File: src/rtl/wb_interconnect_reg.sv
// Registered Wishbone address decoder/router with error responses and sticky error status.
// Define WB_IC_TIMEOUT_EN to enable the per-transaction timeout watchdog.
module wb_interconnect_reg #(
   parameter int          NUM_TEAMS      = 12,
   parameter int          TIMEOUT_CYCLES = 256,
   parameter int          TIMEOUT_W      = 16,
   parameter logic [31:0] ERR_DATA       = 32'hDEAD_BEEF
) (
   input  logic                        clk,
   input  logic                        nrst,
   input  logic                        wbs_cyc_i,
   input  logic                        wbs_stb_i,
   input  logic [31:0]                 wbs_adr_i,
   output logic                        wbs_ack_o,
   output logic [31:0]                 wbs_dat_o,
   output logic [NUM_TEAMS:1]          designs_stb,
   output logic                        la_control_stb,
   output logic                        gpio_control_stb,
   output logic [31:0]                 adr_truncated,
   input  logic [NUM_TEAMS:1][31:0]    designs_dat_o,
   input  logic [31:0]                 la_control_dat_o,
   input  logic [31:0]                 gpio_control_dat_o,
   input  logic [NUM_TEAMS:1]          designs_ack_o,
   input  logic                        la_control_ack_o,
   input  logic                        gpio_control_ack_o,
   input  logic                        err_clr,
   output logic                        unmapped_err,
   output logic                        timeout_err
);

   typedef enum logic [1:0] {S_IDLE, S_WAIT, S_RESP} state_t;

   state_t             state;
   logic [NUM_TEAMS:1] dec_team_stb;
   logic               dec_la;
   logic               dec_gpio;
   logic               dec_mapped;
   logic               sel_ack;
   logic [31:0]        sel_dat;

`ifdef WB_IC_TIMEOUT_EN
   localparam logic [TIMEOUT_W-1:0] CNT_LAST = TIMEOUT_W'(TIMEOUT_CYCLES - 1);
   logic [TIMEOUT_W-1:0] cnt;
`else
   logic [TIMEOUT_W-1:0] unused_timeout_cfg;
   assign unused_timeout_cfg = TIMEOUT_W'(TIMEOUT_CYCLES);
   assign timeout_err        = 1'b0;
`endif

   always_comb begin
      dec_team_stb = '0;
      for (int unsigned i = 1; i <= NUM_TEAMS; i++)
         dec_team_stb[i] = (wbs_adr_i[31:24] == 8'h30) && (wbs_adr_i[23:16] == 8'(i));
      dec_la     = (wbs_adr_i[31:16] == 16'h3100);
      dec_gpio   = (wbs_adr_i[31:16] == 16'h3200);
      dec_mapped = (|dec_team_stb) | dec_la | dec_gpio;
   end

   // The registered strobes double as the latched target select, so only
   // the selected slave's ack and data can ever reach the master.
   always_comb begin
      sel_ack = (la_control_ack_o & la_control_stb) | (gpio_control_ack_o & gpio_control_stb);
      sel_dat = ({32{la_control_stb}} & la_control_dat_o) |
                ({32{gpio_control_stb}} & gpio_control_dat_o);
      for (int unsigned i = 1; i <= NUM_TEAMS; i++) begin
         sel_ack = sel_ack | (designs_ack_o[i] & designs_stb[i]);
         sel_dat = sel_dat | (designs_dat_o[i] & {32{designs_stb[i]}});
      end
   end

   always_ff @(posedge clk) begin
      if (!nrst) begin
         state            <= S_IDLE;
         designs_stb      <= '0;
         la_control_stb   <= 1'b0;
         gpio_control_stb <= 1'b0;
         wbs_ack_o        <= 1'b0;
         wbs_dat_o        <= '0;
         adr_truncated    <= '0;
         unmapped_err     <= 1'b0;
`ifdef WB_IC_TIMEOUT_EN
         cnt              <= '0;
         timeout_err      <= 1'b0;
`endif
      end else begin
         wbs_ack_o <= 1'b0;
         // Clear first; a set later in this block overrides it.
         if (err_clr) begin
            unmapped_err <= 1'b0;
`ifdef WB_IC_TIMEOUT_EN
            timeout_err  <= 1'b0;
`endif
         end
         case (state)
            S_IDLE: begin
               if (wbs_cyc_i && wbs_stb_i) begin
                  adr_truncated <= {16'h0000, wbs_adr_i[15:0]};
                  if (dec_mapped) begin
                     designs_stb      <= dec_team_stb;
                     la_control_stb   <= dec_la;
                     gpio_control_stb <= dec_gpio;
                     state            <= S_WAIT;
                  end else begin
                     wbs_ack_o    <= 1'b1;
                     wbs_dat_o    <= ERR_DATA;
                     unmapped_err <= 1'b1;
                     state        <= S_RESP;
                  end
               end
            end
            S_WAIT: begin
               if (!wbs_cyc_i) begin
                  designs_stb      <= '0;
                  la_control_stb   <= 1'b0;
                  gpio_control_stb <= 1'b0;
                  state            <= S_IDLE;
`ifdef WB_IC_TIMEOUT_EN
                  cnt              <= '0;
`endif
               end else if (sel_ack) begin
                  designs_stb      <= '0;
                  la_control_stb   <= 1'b0;
                  gpio_control_stb <= 1'b0;
                  wbs_ack_o        <= 1'b1;
                  wbs_dat_o        <= sel_dat;
                  state            <= S_RESP;
               end
`ifdef WB_IC_TIMEOUT_EN
               else if (cnt == CNT_LAST) begin
                  designs_stb      <= '0;
                  la_control_stb   <= 1'b0;
                  gpio_control_stb <= 1'b0;
                  wbs_ack_o        <= 1'b1;
                  wbs_dat_o        <= ERR_DATA;
                  timeout_err      <= 1'b1;
                  state            <= S_RESP;
               end else begin
                  cnt <= cnt + 1'b1;
               end
`endif
            end
            S_RESP: begin
               state <= S_IDLE;
`ifdef WB_IC_TIMEOUT_EN
               cnt   <= '0;
`endif
            end
            default: state <= S_IDLE;
         endcase
      end
   end

endmodule
File: config.mk
export PLATFORM = sky130hd
export DESIGN_NAME = wb_interconnect_reg
export DESIGN_NICKNAME = d
export VERILOG_FILES = /design/src/rtl/wb_interconnect_reg.sv
export SDC_FILE = /design/constraint.sdc
export NUM_CORES = 1
export LEC_CHECK = 0
export ABC_CLOCK_PERIOD_IN_PS = 1700
export BUFFER_PORTS_ARGS = -buffer_cell sky130_fd_sc_hd__clkbuf_2
export CAP_MARGIN = 0
export CORE_AREA = 5 5 224 226
export DETAILED_ROUTE_END_ITERATION = 10
export DIE_AREA = 0 0 229 231
export REMOVE_ABC_BUFFERS = 1
export SLEW_MARGIN = 20
export SYNTH_ARGS = -nofsm -noshare
export SYNTH_HDL_FRONTEND = slang
export SYNTH_SLANG_ARGS = --single-unit
File: constraint.sdc
create_clock -name clk -period 1.7 [get_ports clk]
set_input_delay 0 -clock clk [delete_from_list [all_inputs] [get_ports clk]]
set_output_delay 0 -clock clk [all_outputs]
set_load 0.02 [all_outputs]
==> metrics.cfg, run 1 <==
[pwr]
p_int_uw = 3287
combPwrFrac_pct = 24.8
power_density_nw_per_um2 = 490.6
clock_power_share_pct = 41.0
p_sw_uw = 1536
ir_drop_mv = 0.3915
switching_share_pct = 31.85
seqPwrFrac_pct = 34.2
p_leak_uw = 0.004536

[setup_path]
crit_buf_inv = 2
path_cells = buf_4 -> buf_4 -> a222oi_1 -> nand3_1 -> o21ai_0 -> mux2i_1
crit_path_frequent_cell = buf_4
cp-start-kind = flop
cp.required_ns = 1.94
endpoint_kind = flop
ff2ff_path_depth = 6
crit_type = flop to flop
crit_cells = 6
critPathTopFamily = compound AO/OA/AOI/OAI gates
cp_max_fo = 17
cp_slowest_stage_delay_ns = 0.35
cpMaxStageDelayCell = a222oi_1
worstPathArrival_ns = 1.99

[final_layout]
fin_cells = 1879
n_antenna_cell = 0
fin_nets = 1751
seq_area_sq_um = 1344
final_area_sq_um = 9829
multi_input_area_sq_um = 3580
fillers = 5416
drive_above_1_share_pct = 54.02
syn_to_final_growth_pct = 88.62

[floorplanning]
die_h_um = 231
die_x_um = 229
core_area_sq_um = 48140
initial_utilization_pct = 10.83
ioPinCount = 580
row_count = 81
die-area_sq_um = 52900

[timing]
finalHoldViolations = 0
min_period_over_period_pct = 103.2
skew_ns = 0.02182
fmax_mhz = 570.3
slew_violations = 0
fin_ws_ns = -0.05358
fin_crit_ns = 1.754
rsz0062_at_grt = true
setup_violations = 14

[logic_synthesis]
netlist_top_cells_count = 165 x a22oi_1, 71 x clkbuf_1, 71 x nand2_1
ys_ff_latch = 66
synthMostInstantiatedCell = a22oi_1
ys_seq_area_share_pct = 25.35
synth_flop_cell = dfxtp_1
synth_area_leader_cell = dfxtp_1
yosys.area.top_type_share_pct = 25.35
syn_avg_cell_area_sq_um = 7.848
synth_edf_count = 0
synth_area_sq_um = 5211
synth_cells = 664
ys_types = 43
synth_area_leaders = dfxtp_1 25%, a22oi_1 24%, mux2i_1 6.1%
synthArstFlopShare_pct = 0
yosys_warnings = 0

[placement]
placed_cell_area_sq_um = 9025
dp_hpwl_um = 33080
gp_congestion = 0.9844
post-place-cells = 1829
portBuffers = 562

[grt]
grt_usage_pct = 14.90
grt_pass1_wl_um = 58120
antenna_found_initial = 2
grt_pass1_vias = 9184
grt_start_max_net_pins = 45
grt_overflow = 0

[drt]
drt.antenna.violating_nets = 0
routed_wl_um = 43280
dr.pass1.iters = 8
vias = 8556
avgRoutedWirePerCell_um = 23.03
drc_errors = 0
via_per_inst = 4.553
drt_iter0_drc = 686

[clocking]
cts_tree = done
clk_pin_slew_worst_paths_ns = 0.07
htreeDepth = 3
cts-root-buf = clkbuf_16
cts_made_buffers = 9
clock_sink_count = 66
clk_latency_ns = 0.38
cts_buffer_depth = 2

[run_status]
status = finished, violations left
violations = negative setup slack

[worst_hold_path]
holdPathStages = 3
hold_class = input port to flop

[run]
maxCapViolations = 0

worst reg2reg max path, stage by stage (launching register included):
cell and delay, ns:
dfxtp_2 0.32, buf_4 0.13, buf_4 0.22, a222oi_1 0.40, nand3_1 0.10, o21ai_0 0.33, mux2i_1 0.13
stage by stage:
| stage | setup TNS [ns] | hold slack [ns] | power [uW] | worst slack (ns) | utilization [%] |
|---|---|---|---|---|---|
| after floorplan | -61.95 | 0.1217 | 1941 | -1.362 | - |
| after global placement | -1.678 | 0.2322 | 2751 | -0.07551 | 18.75 |
| after detailed placement | -3.127 | 0.2452 | 2762 | -0.08990 | 18.75 |
| after CTS | -1.108 | 0.003271 | 4941 | -0.04175 | 20.19 |
| after global routing | -5.327 | 0.03075 | 5090 | -0.1400 | 20.42 |
| final | -0.1572 | 0.03245 | 4823 | -0.05358 | 20.42 |
what timing repair did:
item	4_1_cts	5_1_grt
gates resized for setup	16	12
buffers inserted	3	0
hold buffers	26	0
pin swaps	6	11
gates cloned	3	2
endpoints found under the hold margin	26	0
endpoints found under the setup margin	36	48
cells in the final DEF (no fill, tap or decap), types with 3 or more instances in the layout:
cell type	count
clkbuf_2	561
a22oi_1	165
nand2_1	71
dfxtp_1	50
buf_4	45
nand3_1	44
mux2i_1	32
dlygate4sd3_1	26
nand4_1	25
a222oi_1	25
a21oi_1	24
o21ai_0	24
conb_1	17
a21boi_0	16
dfxtp_2	15
a22o_1	13
buf_12	12
clkbuf_16	11
o211ai_1	9
inv_1	6
a221oi_1	6
buf_6	6
nor2_1	5
a32o_1	5
o2bb2ai_1	3
inv_6	3
power by group through the flow:
stage	logic (uW)	clock network [uW]	registers, uW
2_1_floorplan	183	0	1760
3_3_place_gp	1070	0	1680
3_5_place_dp	1080	0	1680
4_1_cts	1170	2120	1650
5_1_grt	1280	2150	1660
6_report	1200	1980	1650
kinds of logic after synthesis:
group | count (synthesis) | share of synthesized area, %
and+or+nand+nor | 164 | 15.29
buffers and inverters | 99 | 9.148
other | 1 | 0.07196
DFF | 66 | 25.35
muxes | 32 | 6.147
AOI/OAI and AO/OA | 302 | 43.99
registers in the layout, indices dropped and copies added, names as in the netlist:
name / cells
unmapped_err: 1
la_control_stb: 1
designs_stb: 12
wbs_ack_o: 1
state: 2
gpio_control_stb: 1
adr_truncated: 16
wbs_dat_o: 32
area by class of cell:
| class | count | area share [%] |
|---|---|---|
| flip-flops and latches | 66 | 13.67 |
| repair buffers | 654 | 38.85 |
| well taps | 622 | 7.918 |
| clock buffers | 10 | 2.431 |
| multi-input cells | 515 | 36.42 |
| clock inverters | 6 | 0.4837 |
| inverters | 6 | 0.2291 |
final timing paths:
kind	from	endpoint	slack, ns
max	designs_stb[3]$_SDFFE_PN0P_	wbs_dat_o[11]$_SDFFE_PN0P_	-0.05
min reg2reg	wbs_dat_o[3]$_SDFFE_PN0P_	wbs_dat_o[3]$_SDFFE_PN0P_	0.45
min	wbs_adr_i[17]	designs_stb[7]$_SDFFE_PN0P_	0.03
max reg2reg	designs_stb[3]$_SDFFE_PN0P_	wbs_dat_o[11]$_SDFFE_PN0P_	-0.05
per-layer routing:
metal  part of all wire [%]  track usage (%)  wire length, um  vias to the layer above
met5                  0.079                0               34                        -
met4                    4.2            7.123             1822                        4
met3                    7.8            3.886             3387                      119
met2                     49            26.51            21380                      605
met1                     38            16.56            16660                     4018
li1                       -                -                -                     3810
No activity file was read; power rests on OpenSTA's default activity.
==> run 2: changes to the inputs <==
PLACE_DENSITY_LB_ADDON = 0.12   (was default)
==> metrics.cfg, run 2 (synthesized netlist as in run 1, its figures left out) <==
[final_layout]
largest_reg_flops = 32
drive_above_1_share_pct = 54.29
fillers = 5508
fin_cells = 1884
layout_common_cells = 561 x clkbuf_2, 165 x a22oi_1, 71 x nand2_1, 50 x dfxtp_1, 49 x buf_4
regMostFlops = wbs_dat_o
syn_to_final_growth_pct = 89.65
largestRegisters = wbs_dat_o (32), adr_truncated (16), designs_stb (12)
final_common_cell = clkbuf_2
fin_nets = 1754

[setup_path]
cp-start-kind = flop
cpMaxStageDelayCell = or3_4
r2r-start = designs_stb[3]$_SDFFE_PN0P_
critPathTopFamily = compound AO/OA/AOI/OAI gates
cp_max_fo = 5
r2r_slack_ns = -0.06
crit_type = flop to flop
setup.worst_path.start = designs_stb[3]$_SDFFE_PN0P_
ff2ff_path_depth = 6
path_cells = a222oi_1 -> nand3_1 -> or3_4 -> o22ai_4 -> buf_6 -> a22o_1
cp_slowest_stage_delay_ns = 0.42
r2r-end = designs_stb[6]$_SDFFE_PN0P_
cp.required_ns = 1.99
worstSetupEndpoint = designs_stb[6]$_SDFFE_PN0P_
endpoint_kind = flop
crit_cells = 6
worstPathArrival_ns = 2.04
crit_buf_inv = 1

[timing]
slew_violations = 0
rsz0062_at_grt = true
setup_violations = 15
finalHoldViolations = 0
min_period_over_period_pct = 103.3
fin_ws_ns = -0.05543
fin_crit_ns = 1.755
worst_slew_pin_slew_ns = 0.5673
skew_ns = 0.003734
fmax_mhz = 569.7
relSlewSlack_pct = 62.18
fin_tns_setup_ns = -0.5605

[grt]
grt_pass1_wl_um = 61400
antenna_found_initial = 5
grt_pass1_vias = 9032
grt_start_max_net_pins = 47
grt_overflow = 0
grt_usage_pct = 15.83

[clocking]
clk_latency_ns = 0.35
cts_buffer_depth = 2
cts_tree = done
cts_made_buffers = 9
clock_sink_count = 66
clk_pin_slew_worst_paths_ns = 0.06
cts-root-buf = clkbuf_16
htreeDepth = 3

[floorplanning]
initial_utilization_pct = 10.83
core_area_sq_um = 48140
die-area_sq_um = 52900
row_count = 81
die_h_um = 231
ioPinCount = 580
die_x_um = 229

[pwr]
clock_power_share_pct = 43.8
seqPwrFrac_pct = 32.9
power_density_nw_per_um2 = 507.1
p_int_uw = 3567
p_sw_uw = 1445
switching_share_pct = 28.83
ir_drop_mv = 0.2771
p_leak_uw = 0.004583
totalPowerFinal_uw = 5012
combPwrFrac_pct = 23.3

[placement]
post-place-cells = 1837
gp_congestion = 0.8325
dp_hpwl_um = 36120
portBuffers = 562
post-place-ws_ns = -0.1811

[run_status]
violations = negative setup slack
status = finished, violations left

[drt]
drt.antenna.violating_nets = 0
vias = 8274
via_per_inst = 4.392
drt_iter0_drc = 443
routed_wl_um = 45250
dr.pass1.iters = 5
avgRoutedWirePerCell_um = 24.02
drc_errors = 0

[worst_hold_path]
hold_class = input port to flop

[run]
maxCapViolations = 0

## run 2: worst reg2reg max path, stage by stage, from the launching register on
cell and delay (ns):
dfxtp_2 0.34, a222oi_1 0.31, nand3_1 0.18, or3_4 0.42, o22ai_4 0.17, buf_6 0.15, a22o_1 0.13
## run 2: worst min path at each step
| stage | slack, ns | cells past startpoint | to | from |
|---|---|---|---|---|
| floorplan | 0.12 | 1 | unmapped_err$_SDFF_PN0_ | nrst |
| global placement | 0.24 | 3 | adr_truncated[6]$_SDFFE_PN0P_ | wbs_adr_i[6] |
| detailed placement | 0.25 | 3 | adr_truncated[5]$_SDFFE_PN0P_ | wbs_adr_i[5] |
| CTS | 0.004 | 3 | state[0]$_SDFFE_PN0P_ | wbs_cyc_i |
| global route | 0.04 | 3 | state[0]$_SDFFE_PN0P_ | wbs_cyc_i |
| finish | 0.04 | 3 | state[0]$_SDFFE_PN0P_ | wbs_cyc_i |
## run 2: cell type report
type                       count  area, sq um  area share [%]
timing repair buffer         657         3844           38.89
multi-input combinational    515         3561           36.03
sequential                    66         1344           13.60
tap                          622        778.2           7.874
clock buffer                  11        242.7           2.456
clock inverter                 5        86.33          0.8735
inverter                       6        22.52          0.2279
antenna                        2        5.005         0.05064
## run 2: metal layers
layer  wire length [um]  GRT usage (%)
met2              23070          28.92
met5                  0              0
met1              17660          17.65
met3               2899          3.800
met4               1626          6.409
## run 2: per-stage QoR
stage	instance area, sq um	hold WS (ns)	utilization [%]
final	9883	0.03634	20.53
after global routing	9883	0.04317	20.53
after global placement	9095	0.2399	18.89
after floorplan	4817	0.1217	-
after CTS	9771	0.004488	20.30
after detailed placement	9095	0.2466	18.89
## run 2: what timing repair did
item / CTS / global route
gates resized for setup: 28 / 7
hold buffers: 22 / 0
gates cloned: 1 / 3
endpoints found under the setup margin: 19 / 48
setup buffers: 0 / 3
pin swaps: 8 / 9
endpoints found under the hold margin: 21 / 0
## run 2: power groups by stage
stage	clock network (uW)	logic [uW]	registers [uW]
2_1_floorplan	0	183	1760
3_3_place_gp	0	1090	1690
3_5_place_dp	0	1090	1690
4_1_cts	2290	1150	1650
5_1_grt	2330	1270	1660
6_report	2190	1170	1650
==> run 3: changes to the inputs <==
CTS_CLUSTER_DIAMETER = 50   (was default)
RECOVER_POWER = 25   (was default)
==> metrics.cfg, run 3 (synthesized netlist as in run 1, its figures left out) <==
[run_status]
status = finished, violations left
violations = negative setup slack

[final_layout]
syn_to_final_growth_pct = 89.17
final_common_cell = clkbuf_2
drive_above_1_share_pct = 52.70
layout_common_cells = 541 x clkbuf_2, 165 x a22oi_1, 71 x nand2_1, 50 x dfxtp_1, 49 x buf_4
regMostFlops = wbs_dat_o
largest_reg_flops = 32
largestRegisters = wbs_dat_o (32), adr_truncated (16), designs_stb (12)
final_area_sq_um = 9858
fillers = 5512
fin_nets = 1754

[grt]
grt_start_max_net_pins = 47
grt_overflow = 0
grt_usage_pct = 15.83
grt_pass1_vias = 9032
grt_pass1_wl_um = 61400
antenna_found_initial = 5

[worst_hold_path]
hold_class = input port to flop

[drt]
avgRoutedWirePerCell_um = 24.07
drt_iter0_drc = 434
dr.pass1.iters = 6
vias = 8287
routed_wl_um = 45350
via_per_inst = 4.399
drc_errors = 0
drt.antenna.violating_nets = 0

[timing]
hold-worst-slack_ns = 0.03088
fin_ws_ns = -0.05558
rsz0062_at_grt = true
relSlewSlack_pct = 61.13
fmax_mhz = 569.6
fin_tns_setup_ns = -0.5752
worst_slew_pin_slew_ns = 0.5831
slew_violations = 0
fin_crit_ns = 1.756
skew_ns = 0.003883
finalHoldViolations = 0
setup_violations = 15
min_period_over_period_pct = 103.3

[floorplanning]
core_area_sq_um = 48140
ioPinCount = 580
die_h_um = 231
die-area_sq_um = 52900
initial_utilization_pct = 10.83
row_count = 81
die_x_um = 229

[placement]
dp_hpwl_um = 36120
gp_congestion = 0.8325
portBuffers = 562
placed_cell_area_sq_um = 9095

[setup_path]
cp-start-kind = flop
worstPathArrival_ns = 2.04
cp.required_ns = 1.99
crit_type = flop to flop
r2r_slack_ns = -0.06
endpoint_kind = flop
cp_max_fo = 5

[run]
maxCapViolations = 0

[clocking]
cts_made_buffers = 9
cts_buffer_depth = 2
cts-root-buf = clkbuf_16
cts_tree = done
clock_sink_count = 66
clk_latency_ns = 0.35
clk_pin_slew_worst_paths_ns = 0.06
htreeDepth = 3

[pwr]
seqPwrFrac_pct = 33.0
switching_share_pct = 28.82
ir_drop_mv = 0.2772
power_density_nw_per_um2 = 507.5
p_leak_uw = 0.004515
clock_power_share_pct = 43.8
p_int_uw = 3561
combPwrFrac_pct = 23.3
p_sw_uw = 1442

-- run 3: cell counts in the layout (fill, tap and decap cells not counted) --
Identical to the previous run, type by type.
-- run 3: power by group through the flow --
stage | Combinational, uW | Clock [uW] | Sequential (uW)
2_1_floorplan | 183 | 0 | 1760
6_report | 1160 | 2190 | 1650
3_3_place_gp | 1090 | 0 | 1690
4_1_cts | 1150 | 2290 | 1650
3_5_place_dp | 1090 | 0 | 1690
5_1_grt | 1260 | 2330 | 1660
-- run 3: per-stage QoR --
step	instances	setup slack (ns)	utilization [%]	power (uW)
3_3_place_gp	1837	-0.1805	18.89	2777
4_1_cts	1876	-0.04313	20.30	5094
3_5_place_dp	1837	-0.1811	18.89	2776
2_1_floorplan	587	-1.362	-	1941
6_report	1884	-0.05558	20.48	5003
5_1_grt	1884	-0.1222	20.48	5248
-- run 3: per-layer routing --
layer  GRT usage [%]  share of wire, %  vias to the layer above
met4           6.409               3.4                        0
met1           17.65                39                     3932
met3           3.800               7.0                       67
met5               0                 0                        -
met2           28.92                51                      462
li1                -                 -                     3826
-- run 3: final timing paths --
path / start / end / depth (start not counted)
min reg2reg: wbs_dat_o[21]$_SDFFE_PN0P_ / wbs_dat_o[21]$_SDFFE_PN0P_ / 2
min: wbs_cyc_i / state[0]$_SDFFE_PN0P_ / 3
max: designs_stb[3]$_SDFFE_PN0P_ / designs_stb[6]$_SDFFE_PN0P_ / 6
max reg2reg: designs_stb[3]$_SDFFE_PN0P_ / designs_stb[6]$_SDFFE_PN0P_ / 6
-- run 3: area by class of cell --
class | count | area [sq um] | area share (%)
sequential | 66 | 1344 | 13.63
inverter | 6 | 22.52 | 0.2285
multi-input combinational | 515 | 3561 | 36.12
clock buffer | 11 | 242.7 | 2.462
timing repair buffer | 657 | 3819 | 38.74
tap | 622 | 778.2 | 7.894
antenna | 2 | 5.005 | 0.05077
clock inverter | 5 | 86.33 | 0.8757
-- run 3: critical path, stage by stage (launching register included) --
cell	delay [ns]
dfxtp_2	0.34
a222oi_1	0.31
nand3_1	0.18
or3_4	0.42
o22ai_4	0.17
buf_6	0.15
a22o_1	0.13
-- run 3: timing repair --
action / in CTS / in global routing
buffers inserted: 0 / 3
endpoints found under the hold margin: 21 / 0
endpoints found under the setup margin: 19 / 48
resized for setup: 28 / 7
pin swaps: 8 / 9
gates cloned: 1 / 3
hold buffers: 22 / 0
